File: src/rtl/seg_scan_ctrl.sv
// seg_scan_ctrl: time-multiplexed scan controller for a bank of 7-segment
// digits sharing one active-low segment bus.
//
// Purpose : holds one hex nibble + decimal point + visible flag per digit and
//           cycles through the digits. Each slot is a blanking gap (all anodes
//           off) followed by a dwell period driving that digit.
// Latency : every output is registered. The first digit is driven
//           BLANK_CYCLES+1 edges after enable rises from idle.
// Flow    : no backpressure. Host writes are accepted on every cycle.
//           A write never disturbs the digit that is being shown.
//
// Ports:
//   clk, rst_n              clock and asynchronous active-low reset
//   enable                  1 = scanning, 0 = dark and parked at slot 0
//   wr_en/wr_idx/wr_data/   single-cycle register-file write port;
//   wr_dp/wr_vis            indices >= NUM_DIGITS are ignored
//   seg_out                 active-low segments {a,b,c,d,e,f,g,dp}
//   an_out                  active-low anodes, one-hot-low while driving
//   scan_idx                current slot index
//   frame_tick              one-cycle pulse when the scan wraps to slot 0

module seg_scan_ctrl #(
  parameter int NUM_DIGITS   = 8,
  parameter int IDX_W        = 3,
  parameter int DWELL_CYCLES = 50000,
  parameter int BLANK_CYCLES = 500,
  parameter int CNT_W        = 16
) (
  input  logic                  clk,
  input  logic                  rst_n,
  input  logic                  enable,
  input  logic                  wr_en,
  input  logic [IDX_W-1:0]      wr_idx,
  input  logic [3:0]            wr_data,
  input  logic                  wr_dp,
  input  logic                  wr_vis,
  output logic [7:0]            seg_out,
  output logic [NUM_DIGITS-1:0] an_out,
  output logic [IDX_W-1:0]      scan_idx,
  output logic                  frame_tick
);

  typedef enum logic [1:0] {
    ST_IDLE  = 2'd0,
    ST_BLANK = 2'd1,
    ST_DRIVE = 2'd2
  } state_e;

  localparam logic [CNT_W-1:0] BLANK_LOAD = CNT_W'(BLANK_CYCLES - 1);
  localparam logic [CNT_W-1:0] DWELL_LOAD = CNT_W'(DWELL_CYCLES - 1);
  localparam logic [IDX_W-1:0] LAST_IDX   = IDX_W'(NUM_DIGITS - 1);

  // Active-high segment pattern {a,b,c,d,e,f,g,dp=0} for a hex nibble.
  function automatic logic [7:0] hex_pattern(input logic [3:0] nib);
    logic [7:0] p;
    case (nib)
      4'h0: p = 8'hFC;
      4'h1: p = 8'h60;
      4'h2: p = 8'hDA;
      4'h3: p = 8'hF2;
      4'h4: p = 8'h66;
      4'h5: p = 8'hB6;
      4'h6: p = 8'hBE;
      4'h7: p = 8'hE0;
      4'h8: p = 8'hFE;
      4'h9: p = 8'hF6;
      4'hA: p = 8'hEE;
      4'hB: p = 8'h3E;
      4'hC: p = 8'h9C;
      4'hD: p = 8'h7A;
      4'hE: p = 8'h9E;
      default: p = 8'h8E;
    endcase
    return p;
  endfunction

  // Sequencer state.
  state_e                  state_q, state_d;
  logic [CNT_W-1:0]        cnt_q,   cnt_d;
  logic [IDX_W-1:0]        idx_q,   idx_d;

  // Registered outputs.
  logic [7:0]              seg_q,   seg_d;
  logic [NUM_DIGITS-1:0]   an_q,    an_d;
  logic                    tick_q,  tick_d;

  // Digit register file.
  logic [NUM_DIGITS-1:0][3:0] data_q;
  logic [NUM_DIGITS-1:0]      dp_q;
  logic [NUM_DIGITS-1:0]      vis_q;

  // Read port for the current slot.
  logic [3:0]              rd_data;
  logic                    rd_dp;
  logic                    rd_vis;

  // Compare-based mux instead of direct indexing, so an IDX_W wider than
  // needed for NUM_DIGITS simply selects nothing.
  always_comb begin
    rd_data = 4'h0;
    rd_dp   = 1'b0;
    rd_vis  = 1'b0;
    for (int i = 0; i < NUM_DIGITS; i++) begin
      if (idx_q == IDX_W'(i)) begin
        rd_data = data_q[i];
        rd_dp   = dp_q[i];
        rd_vis  = vis_q[i];
      end
    end
  end

  // Next-state and output logic.
  always_comb begin
    state_d = state_q;
    cnt_d   = cnt_q;
    idx_d   = idx_q;
    seg_d   = 8'hFF;
    an_d    = '1;
    tick_d  = 1'b0;

    if (!enable) begin
      // Disable wins from any state. The display goes dark and parks at slot 0.
      state_d = ST_IDLE;
      cnt_d   = '0;
      idx_d   = '0;
    end else begin
      case (state_q)
        ST_IDLE: begin
          state_d = ST_BLANK;
          cnt_d   = BLANK_LOAD;
          idx_d   = '0;
        end

        ST_BLANK: begin
          if (cnt_q == '0) begin
            state_d = ST_DRIVE;
            cnt_d   = DWELL_LOAD;
            // The digit is captured here and held for the whole dwell.
            // A write on this same edge lands in the file after the capture,
            // so it only shows up on the next frame.
            seg_d   = ~(hex_pattern(rd_data) | {7'b0, rd_dp});
            for (int i = 0; i < NUM_DIGITS; i++) begin
              if (idx_q == IDX_W'(i)) begin
                an_d[i] = ~rd_vis;
              end
            end
          end else begin
            cnt_d = cnt_q - CNT_W'(1);
          end
        end

        ST_DRIVE: begin
          if (cnt_q == '0) begin
            // Dwell done: go dark and advance to the next slot.
            state_d = ST_BLANK;
            cnt_d   = BLANK_LOAD;
            if (idx_q == LAST_IDX) begin
              idx_d  = '0;
              tick_d = 1'b1;
            end else begin
              idx_d = idx_q + IDX_W'(1);
            end
          end else begin
            cnt_d = cnt_q - CNT_W'(1);
            seg_d = seg_q;
            an_d  = an_q;
          end
        end

        default: begin
          state_d = ST_IDLE;
          cnt_d   = '0;
          idx_d   = '0;
        end
      endcase
    end
  end

  // Sequencer and output registers.
  always_ff @(posedge clk or negedge rst_n) begin
    if (!rst_n) begin
      state_q <= ST_IDLE;
      cnt_q   <= '0;
      idx_q   <= '0;
      seg_q   <= 8'hFF;
      an_q    <= '1;
      tick_q  <= 1'b0;
    end else begin
      state_q <= state_d;
      cnt_q   <= cnt_d;
      idx_q   <= idx_d;
      seg_q   <= seg_d;
      an_q    <= an_d;
      tick_q  <= tick_d;
    end
  end

  // Register file. Out-of-range indices match no entry and are dropped.
  always_ff @(posedge clk or negedge rst_n) begin
    if (!rst_n) begin
      data_q <= '0;
      dp_q   <= '0;
      vis_q  <= '0;
    end else if (wr_en) begin
      for (int i = 0; i < NUM_DIGITS; i++) begin
        if (wr_idx == IDX_W'(i)) begin
          data_q[i] <= wr_data;
          dp_q[i]   <= wr_dp;
          vis_q[i]  <= wr_vis;
        end
      end
    end
  end

  assign seg_out    = seg_q;
  assign an_out     = an_q;
  assign scan_idx   = idx_q;
  assign frame_tick = tick_q;

endmodule

File: config.mk
export PLATFORM = sky130hd
export DESIGN_NAME = seg_scan_ctrl
export DESIGN_NICKNAME = d
export VERILOG_FILES = /design/src/rtl/seg_scan_ctrl.sv
export SDC_FILE = /design/constraint.sdc
export NUM_CORES = 1
export LEC_CHECK = 0
export ABC_AREA = 1
export CAP_MARGIN = 20
export CORE_MARGIN = 5
export CORE_UTILIZATION = 25
export DETAILED_ROUTE_END_ITERATION = 8
export GPL_TIMING_DRIVEN = 0
export MAX_ROUTING_LAYER = met4
export PLACE_DENSITY_LB_ADDON = 0.12
export SETUP_SLACK_MARGIN = 0.05
export SYNTH_ARGS = -nofsm -noshare
export SYNTH_HDL_FRONTEND = slang
export SYNTH_SLANG_ARGS = --single-unit
File: constraint.sdc
create_clock -name clk -period 2.81 [get_ports clk]
set_clock_uncertainty 0.2 [all_clocks]
set_input_delay 0.843 -clock clk [delete_from_list [all_inputs] [get_ports clk]]
set_output_delay 0.843 -clock clk [all_outputs]
set_load 0.05 [all_outputs]
==> results of run 1 <==
==> synthesized netlist by cell type, types with 4 or more instances <==
library cell | n | area (um2)
a21oi_1 | 22 | 110
dfrtp_1 | 70 | 1750
nor2_4 | 4 | 45.0
ha_1 | 13 | 163
nand3_1 | 32 | 160
dfstp_2 | 16 | 420
or2_2 | 5 | 31.3
inv_1 | 71 | 267
o21ai_0 | 52 | 260
xor2_1 | 8 | 70.1
nand2_2 | 7 | 43.8
nor2_2 | 5 | 31.3
clkbuf_1 | 9 | 33.8
nand2_1 | 162 | 608
nor2_1 | 69 | 259
==> report_power, final <==
part	internal, W	switching (W)	leakage, nW
Combinational	0.000204	0.000345	1.50
Clock	0.000780	0.000529	0.148
Sequential	0.00139	0.0000900	1.06
Total	0.00238	0.000964	2.71
==> cell families after synthesis <==
family | synth area share
fa+ha+maj | 0.0353
compound gates | 0.0943
flops | 0.472
xor+xnor | 0.0209
buf+inv | 0.0818
simple gates | 0.296
==> area by class of cell <==
cell class | instances | area [um2]
sequential | 86 | 2170
fill | 1930 | 12300
clock buffer | 9 | 225
timing repair buffer | 40 | 423
buffer | 15 | 95.1
tap | 229 | 287
multi-input combinational | 410 | 2100
clock inverter | 7 | 96.3
inverter | 76 | 295
==> worst max-delay path: stages, from the launching register on <==
cell and delay (ns):
dfrtp_1 0.42, buf_4 0.14, clkdlybuf4s50_1 0.79
==> layer usage <==
metal | GRT usage | routed length [um]
met5 | - | 0
met2 | 0.170 | 5140
met4 | 0.0354 | 180
met1 | 0.158 | 5950
met3 | 0.0287 | 369
==> worst min path at each step <==
stage                  start  endpoint  slack [ns]
floorplan           cnt_q[0]  cnt_q[0]        0.22
global placement    cnt_q[0]  cnt_q[0]        0.25
detailed placement  cnt_q[0]  cnt_q[0]        0.25
CTS                    rst_n  cnt_q[9]        0.26
global route           rst_n  cnt_q[9]        0.28
finish                 rst_n  cnt_q[9]        0.25
==> repair_timing <==
item                       CTS  global route
setup endpoints to repair    7            24
pin swaps                    1             1
buffers inserted             3             4
resized for setup            9            26
==> state kept, by name (all words and copies together), names as in the netlist <==
name / flops
an_out: 8
frame_tick: 1
data_q: 32
dp_q: 8
scan_idx: 3
cnt_q: 16
vis_q: 8
seg_out: 8
state_q: 2
==> through the flow <==
stage | area (um2) | power [W] | std cells | utilization | setup WS, ns
3_3_place_gp | 5210 | 0.00204 | 848 | 0.289 | -2.71
6_report | 5690 | 0.00334 | 872 | 0.316 | 0.0702
5_1_grt | 5690 | 0.00354 | 872 | 0.316 | -0.00238
2_1_floorplan | 4600 | 0.00188 | 587 | - | 0.0906
3_5_place_dp | 5240 | 0.00206 | 849 | 0.290 | -0.158
4_1_cts | 5600 | 0.00339 | 868 | 0.311 | 0.0507
==> impl_metrics.tcl, run 1 <==
set metrics [dict create \
    num_vias 3790 \
    detail_route.first_pass.iterations 4 \
    finalHoldWorstSlack_ns 0.245 \
    worstRegToRegCells 19 \
    synth-edff-count 0 \
    drive_gt1_frac 0.157 \
    first_iter_violations 195 \
    arrival_ns 1.70 \
    async_reset_ff_frac 1.00 \
    grt_pass1_wl_um 19200 \
    grt_max_degree 55 \
    dp_hpwl_um 8840 \
    clockBufferDepth 2 \
    cts_tree "done" \
    max_cap_violations 0 \
    hold_path_class "in -> async" \
    drc 0 \
    fp.coreArea_um2 18000 \
    clkTransAtPathRegs_ns 0.07 \
    syn_nets 613 \
    fin_crit_sh 0.975 \
    worst_slew_pin_slew_ns 0.549 \
    antenna_cells 0 \
    io-pin-count 33 \
    drt-total-wl_um 11600 \
    rows 49 \
    grt_pass1_vias 3675 \
    fmax_mhz 365 \
    fp.dieH_um 146 \
    critPathRequiredTime_ns 1.77 \
    numClockSinks 86 \
    area_delta_synth_final_pct 23.6 \
    holdBufCountCts 0 \
    crit_type "reg -> out" \
    gr-total-overflow 0 \
    layout_commonest_cell "nand2_1" \
    viasPerCell 4.35 \
    setup_viol 0 \
    wl_per_cell_um 13.4 \
    cts_buffers 9 \
    num-nets-final 664 \
    yosysWarningCount 0 \
    cp-end-kind "primary output" \
    die_w_um 146 \
    antenna_found_initial 0 \
    ant_nets 0 \
    slew_violations 0 \
    track_usage 0.116 \
    worstSkewPairLatency_ns 0.35 \
    synth_flop_cell "dfrtp_1" \
    tns_ns 0 \
    netlist_area_um2 4600 \
    synthCells 587 \
    ir_drop_mv 0.230 \
    cp-endpoint "scan_idx[1]" \
    crit_start "scan_idx[1]" \
    worstPathMaxFanout 4 \
    status "complete, no violations" \
    synth_cell_types 38 \
    final_cell_mix "160 x nand2_1, 69 x dfrtp_1, 67 x nor2_1" \
    p_leak_nw 2.71 \
    cts_root_buf "clkbuf_16" \
    port_buffers 32 \
    cp-start-kind "flop" \
    p_per_area_nw_per_um2 587 \
    maxSlewHeadroom 0.631 \
    die_area_um2 21200 \
    period_needed_ns 2.74 \
    timing.rr.start "scan_idx[1]" \
    rrSetupSlack_ns 0.20 \
    syn_area_per_cell_um2 7.84 \
    timing.rr.end "seg_out[4]" \
    htreeDepth 3 \
    final_hold_viol_count 0 \
    rsz0062_at_grt "true" \
    ys_ff_latch 86 \
    yosysSeqAreaShare 0.472 \
    start_util 0.255 \
    place.gp.congestion 0.764 \
]
(Power assumes the default switching activity.)
==> inputs of run 2 (changes only) <==
CORE_UTILIZATION = 42   (was 25)
==> run 2 against run 1 <==
Effect of this change:
- via count is 0.16% higher
- core utilization rose by 19 points
- non-clock buffer count unchanged
- count of clock-buffer cells in the layout rose by 1
- hold slack better by 0.0040 ns
- fmax barely moved
- total power decreased by 9.8%
- sequential cell count unchanged
- sequential share of layout area is 1.6 points higher
- critical path depth is the same
- first-iteration DRC count down 17%
- cell count decreased by 10%
==> impl_metrics.tcl, run 2 (synthesized netlist as in run 1, its figures left out) <==
set metrics [dict create \
    cts_tree "done" \
    rows 38 \
    grt_max_degree 48 \
    antenna_found_initial 0 \
    detail_route.first_pass.iterations 4 \
    port_buffers 32 \
    layout_commonest_cell "nand2_1" \
    final_hold_viol_count 0 \
    fp.coreArea_um2 10800 \
    first_iter_violations 161 \
    gr-total-overflow 0 \
    crit_chain "buf_4 -> clkdlybuf4s50_1" \
    rsz0062_at_grt "true" \
    crit_slowest_cell "clkdlybuf4s50_1" \
    cp-start-kind "flop" \
    drc 0 \
    p_clk_frac 0.326 \
    top_register "data_q" \
    cp-end-kind "primary output" \
    die_area_um2 13200 \
    worstRegToRegCells 21 \
    power_frac_seq 0.491 \
    critPathBufInv 2 \
    fin_crit_sh 0.975 \
    worstPathMaxFanout 4 \
    track_usage 0.183 \
    place_area_um2 5120 \
    area_delta_synth_final_pct 18.7 \
    finalHoldWorstSlack_ns 0.249 \
    fill_cells 1066 \
    io-pin-count 33 \
    setup_viol 0 \
    comb_power_share 0.183 \
    slew_violations 0 \
    fp.dieH_um 115 \
    die_w_um 115 \
    switching_power_w 0.000894 \
    reg.largest.list "data_q x32, cnt_q x16" \
    numClockSinks 86 \
    p_per_area_nw_per_um2 552 \
    viasPerCell 4.85 \
    p_int_w 0.00212 \
    critPathRequiredTime_ns 1.77 \
    holdBufCountCts 0 \
    status "complete, no violations" \
    timing.rr.start "scan_idx[0]" \
    worstSkewPairLatency_ns 0.37 \
    antenna_cells 0 \
    rrSetupSlack_ns 0.21 \
    wl_per_cell_um 13.6 \
    slowest_delay_ns 0.79 \
    num-nets-final 664 \
    path_delay_family "buffers and inverters" \
    worst_slew_pin_slew_ns 0.572 \
    fmax_mhz 365 \
    ir_drop_mv 0.214 \
    crit_type "reg -> out" \
    largest_reg_flops 32 \
    grt_pass1_wl_um 18600 \
    tns_ns 0 \
    final_cell_mix "160 x nand2_1, 70 x dfrtp_1, 69 x nor2_1" \
    grt_pass1_vias 3870 \
    maxSlewHeadroom 0.616 \
    num_vias 3796 \
    timing.rr.end "seg_out[6]" \
    clkTransAtPathRegs_ns 0.09 \
    cts_buffers 9 \
    cts_root_buf "clkbuf_8" \
    max_cap_violations 0 \
    ant_nets 0 \
    clockBufferDepth 2 \
    drive_gt1_frac 0.152 \
    p_sw_frac 0.297 \
    arrival_ns 1.70 \
    dp_hpwl_um 7940 \
    design_area_um2 5460 \
    drt-total-wl_um 10600 \
    start_util 0.427 \
    place.gp.congestion 0.877 \
    htreeDepth 3 \
    hold_path_class "in -> async" \
    period_needed_ns 2.74 \
    p_leak_nw 2.67 \
]
-- run 2: cell count changes in the layout (fill, tap and decap cells not counted), sizes merged --
cell,delta
clkinvlp,-2
clkinv,+1
dlymetal6s2s,-9
buf,+1
clkdlybuf4s50,-7
dlygate4sd2,+16
-- run 2: timing repair --
action	in CTS	in global routing
buffers inserted	0	8
endpoints found under the setup margin	23	7
resized for setup	21	21
pin swaps	0	3
-- run 2: worst reg2reg max path: stages (launching register included) --
cell     delay [ns]
dfrtp_1        0.43
inv_2          0.14
ha_4           0.17
inv_1          0.06
nor2_4         0.14
buf_4          0.15
nand2_1        0.05
nand3_1        0.06
nand2_1        0.08
nand2_1        0.07
nand2_1        0.05
nand2_1        0.05
nand2_1        0.06
nand2_2        0.07
nand2_4        0.08
inv_2          0.08
ha_1           0.22
inv_1          0.05
nand2_1        0.07
a21oi_1        0.15
nand2_1        0.07
nand2_1        0.06
-- run 2: layout make-up --
class                   instances  area [um2]  share of cell area
flip-flops and latches         86        2170               0.398
multi-input cells             410        2120               0.388
repair buffers                 41         388              0.0710
inverters                      76         294              0.0538
well taps                     140         175              0.0321
clock buffers                  10         138              0.0252
plain buffers                  14        91.3              0.0167
clock inverters                 6        85.1              0.0156
-- run 2: per-stage QoR --
| stage | utilization | instances | worst slack, ns | power (W) |
|---|---|---|---|---|
| after global routing | 0.506 | 783 | 0.00531 | 0.00322 |
| after floorplan | - | 587 | 0.0906 | 0.00188 |
| after detailed placement | 0.475 | 760 | -0.169 | 0.00205 |
| after CTS | 0.495 | 775 | 0.0596 | 0.00304 |
| after global placement | 0.472 | 759 | -2.51 | 0.00202 |
| final | 0.506 | 783 | 0.0689 | 0.00301 |
-- run 2: worst max path at each step --
| stage | start | end | slack, ns | cells after the start |
|---|---|---|---|---|
| finish | scan_idx[1] | scan_idx[1] | 0.07 | 2 |
| global route | scan_idx[1] | scan_idx[1] | 0.005 | 2 |
| CTS | scan_idx[0] | seg_out[6] | 0.06 | 19 |
| detailed placement | enable | an_out[7] | -0.17 | 9 |
| global placement | rst_n | dp_q[6] | -2.51 | 1 |
| floorplan | scan_idx[1] | seg_out[6] | 0.09 | 21 |
-- run 2: power groups by stage --
stage	combinational (W)	clock, W	sequential, W
3_3_place_gp	0.000526	0	0.00150
6_report	0.000551	0.000982	0.00148
3_5_place_dp	0.000543	0	0.00150
5_1_grt	0.000643	0.00107	0.00150
2_1_floorplan	0.000390	0	0.00149
4_1_cts	0.000547	0.00101	0.00148
-- run 2: layer usage --
layer | up-vias | routed length [um] | part of all wire | global-route usage
li1 | 1940 | - | - | -
met5 | - | 0 | 0 | -
met2 | 54 | 5050 | 0.48 | 0.291
met1 | 1791 | 4990 | 0.47 | 0.237
met3 | 11 | 443 | 0.042 | 0.0328
met4 | 0 | 130 | 0.012 | 0.0618
==> inputs of run 3 (changes only) <==
SETUP_SLACK_MARGIN = 0.3   (was 0.05)
==> run 3 against run 2 <==
Effect of this change:
- core utilization grew 3.8 points
- via count grew 3.3%
- fmax rose by 6.8%
- cell count up 2.2%
- die area stayed put
- sequential power barely moved
- worst setup slack improved by 0.17 ns
- sequential cell count stayed put
- design area grew 7.6%
==> impl_metrics.tcl, run 3 (synthesized netlist as in run 1, its figures left out) <==
set metrics [dict create \
    path_delay_family "simple AND/OR/NAND/NOR gates" \
    cp-start-kind "flop" \
    antenna_found_initial 0 \
    rows 38 \
    fin_util 0.544 \
    crit_type "reg -> reg" \
    first_iter_violations 185 \
    maxSlewHeadroom 0.669 \
    fmax_mhz 390 \
    antenna_cells 0 \
    slew_violations 0 \
    worst-path-stages 22 \
    fin_crit_sh 0.913 \
    fill_cells 1038 \
    rsz0062_at_grt "true" \
    cts_tree "done" \
    crit_top_cell "nand2_1" \
    htreeDepth 3 \
    final_hold_viol_count 0 \
    p_leak_nw 2.83 \
    arrival_ns 2.68 \
    grt_pass1_vias 4002 \
    worstSkewPairLatency_ns 0.37 \
    drive_gt1_frac 0.224 \
    drt-total-wl_um 11400 \
    clkTransAtPathRegs_ns 0.09 \
    place.gp.congestion 0.875 \
    max_cap_violations 0 \
    cp-end-kind "flop" \
    ant_nets 0 \
    rrSetupSlack_ns 0.24 \
    track_usage 0.193 \
    port_buffers 32 \
    ir_drop_mv 0.310 \
    stdcell_count 800 \
    drc 0 \
    fp.dieH_um 115 \
    timing.rr.start "scan_idx[0]" \
    dp.cells 760 \
    holdBufCountCts 0 \
    critPathBufInv 7 \
    num_vias 3923 \
    worstRegToRegCells 22 \
    crit_chain "buf_12 -> inv_8 -> ha_4 -> nand2_4 -> buf_8 -> o21ai_2 -> inv_1 -> nand2_1 -> nand2_1 -> nand2_1 -> nand2_1 -> nand2_1 -> nand2_2 -> nand2_8 -> inv_8 -> ha_4 -> inv_2 -> nand2_2 -> nand3_2 -> nand3_2 -> nand2_1 -> inv_1" \
    area_delta_synth_final_pct 27.6 \
    io-pin-count 33 \
    worstPathMaxFanout 7 \
    viasPerCell 4.90 \
    regArea_um2 2180 \
    detail_route.first_pass.iterations 5 \
    grt_pass1_wl_um 19400 \
    clockBufferDepth 2 \
    setup_viol 0 \
    multiInputGateArea_um2 2330 \
    dp_hpwl_um 7940 \
    largest_reg_flops 32 \
    hold_path_class "in -> async" \
    crit_slowest_cell "dfrtp_2" \
    critPathRequiredTime_ns 2.93 \
    gr-total-overflow 0 \
    die_area_um2 13200 \
    reg.largest.list "data_q x32, cnt_q x16" \
    cts_root_buf "clkbuf_8" \
    layout_commonest_cell "nand2_1" \
    die_w_um 115 \
    wl_per_cell_um 14.2 \
    numClockSinks 86 \
    worst_slew_pin_slew_ns 0.499 \
    fp.coreArea_um2 10800 \
    cts_buffers 9 \
    grt_max_degree 57 \
    num-nets-final 681 \
    p_per_area_nw_per_um2 543 \
    start_util 0.427 \
    period_needed_ns 2.57 \
    slowest_delay_ns 0.45 \
    timing.rr.end "seg_out[4]" \
    final_cell_mix "152 x nand2_1, 67 x nor2_1, 67 x dfrtp_1" \
    top_register "data_q" \
    status "complete, no violations" \
]
run 3: layer usage:
metal,part of all wire,wire [um],global-route usage
met3,0.032,365,0.0254
met4,0.026,293,0.0892
met5,0,0,-
met2,0.47,5370,0.303
met1,0.47,5330,0.248
run 3: worst max-delay path by stage:
stage | startpoint | endpoint | slack [ns]
3_3_place_gp | rst_n | scan_idx[0] | -2.86
2_1_floorplan | scan_idx[0] | seg_out[6] | 0.33
6_report | scan_idx[0] | seg_out[4] | 0.24
5_1_grt | scan_idx[1] | seg_out[7] | 0.1
4_1_cts | scan_idx[0] | seg_out[3] | 0.24
3_5_place_dp | enable | an_out[7] | -0.17
run 3: final cells by class:
type                       count  share of cell area
buffer                        15              0.0175
clock buffer                   9              0.0211
clock inverter                 7              0.0177
inverter                      76              0.0547
multi-input combinational    410               0.397
sequential                    86               0.370
tap                          140              0.0298
timing repair buffer          57              0.0924
run 3: stage by stage:
step / setup slack, ns / area [um2] / hold slack (ns) / TNS, ns / total power [W]
global placement: -2.86 / 5110 / 0.241 / -203.80 / 0.00202
CTS: 0.240 / 5780 / 0.206 / 0 / 0.00319
global route: 0.0970 / 5880 / 0.227 / 0 / 0.00338
finish: 0.243 / 5880 / 0.205 / 0 / 0.00319
detailed placement: -0.166 / 5130 / 0.241 / -1.90 / 0.00205
floorplan: 0.327 / 4610 / 0.223 / 0 / 0.00188
run 3: timing repair:
| action | in CTS | in global routing |
|---|---|---|
| pin swaps | 35 | 16 |
| gates resized for setup | 82 | 25 |
| buffers inserted | 21 | 3 |
| setup endpoints to repair | 34 | 28 |
| hold endpoints to repair | 0 | 0 |
run 3: where the power goes:
group          leakage, nW  switching (W)  internal [W]
registers             1.05      0.0000910       0.00139
logic                 1.67       0.000418      0.000286
clock network        0.108       0.000493      0.000513
total                 2.83        0.00100       0.00219
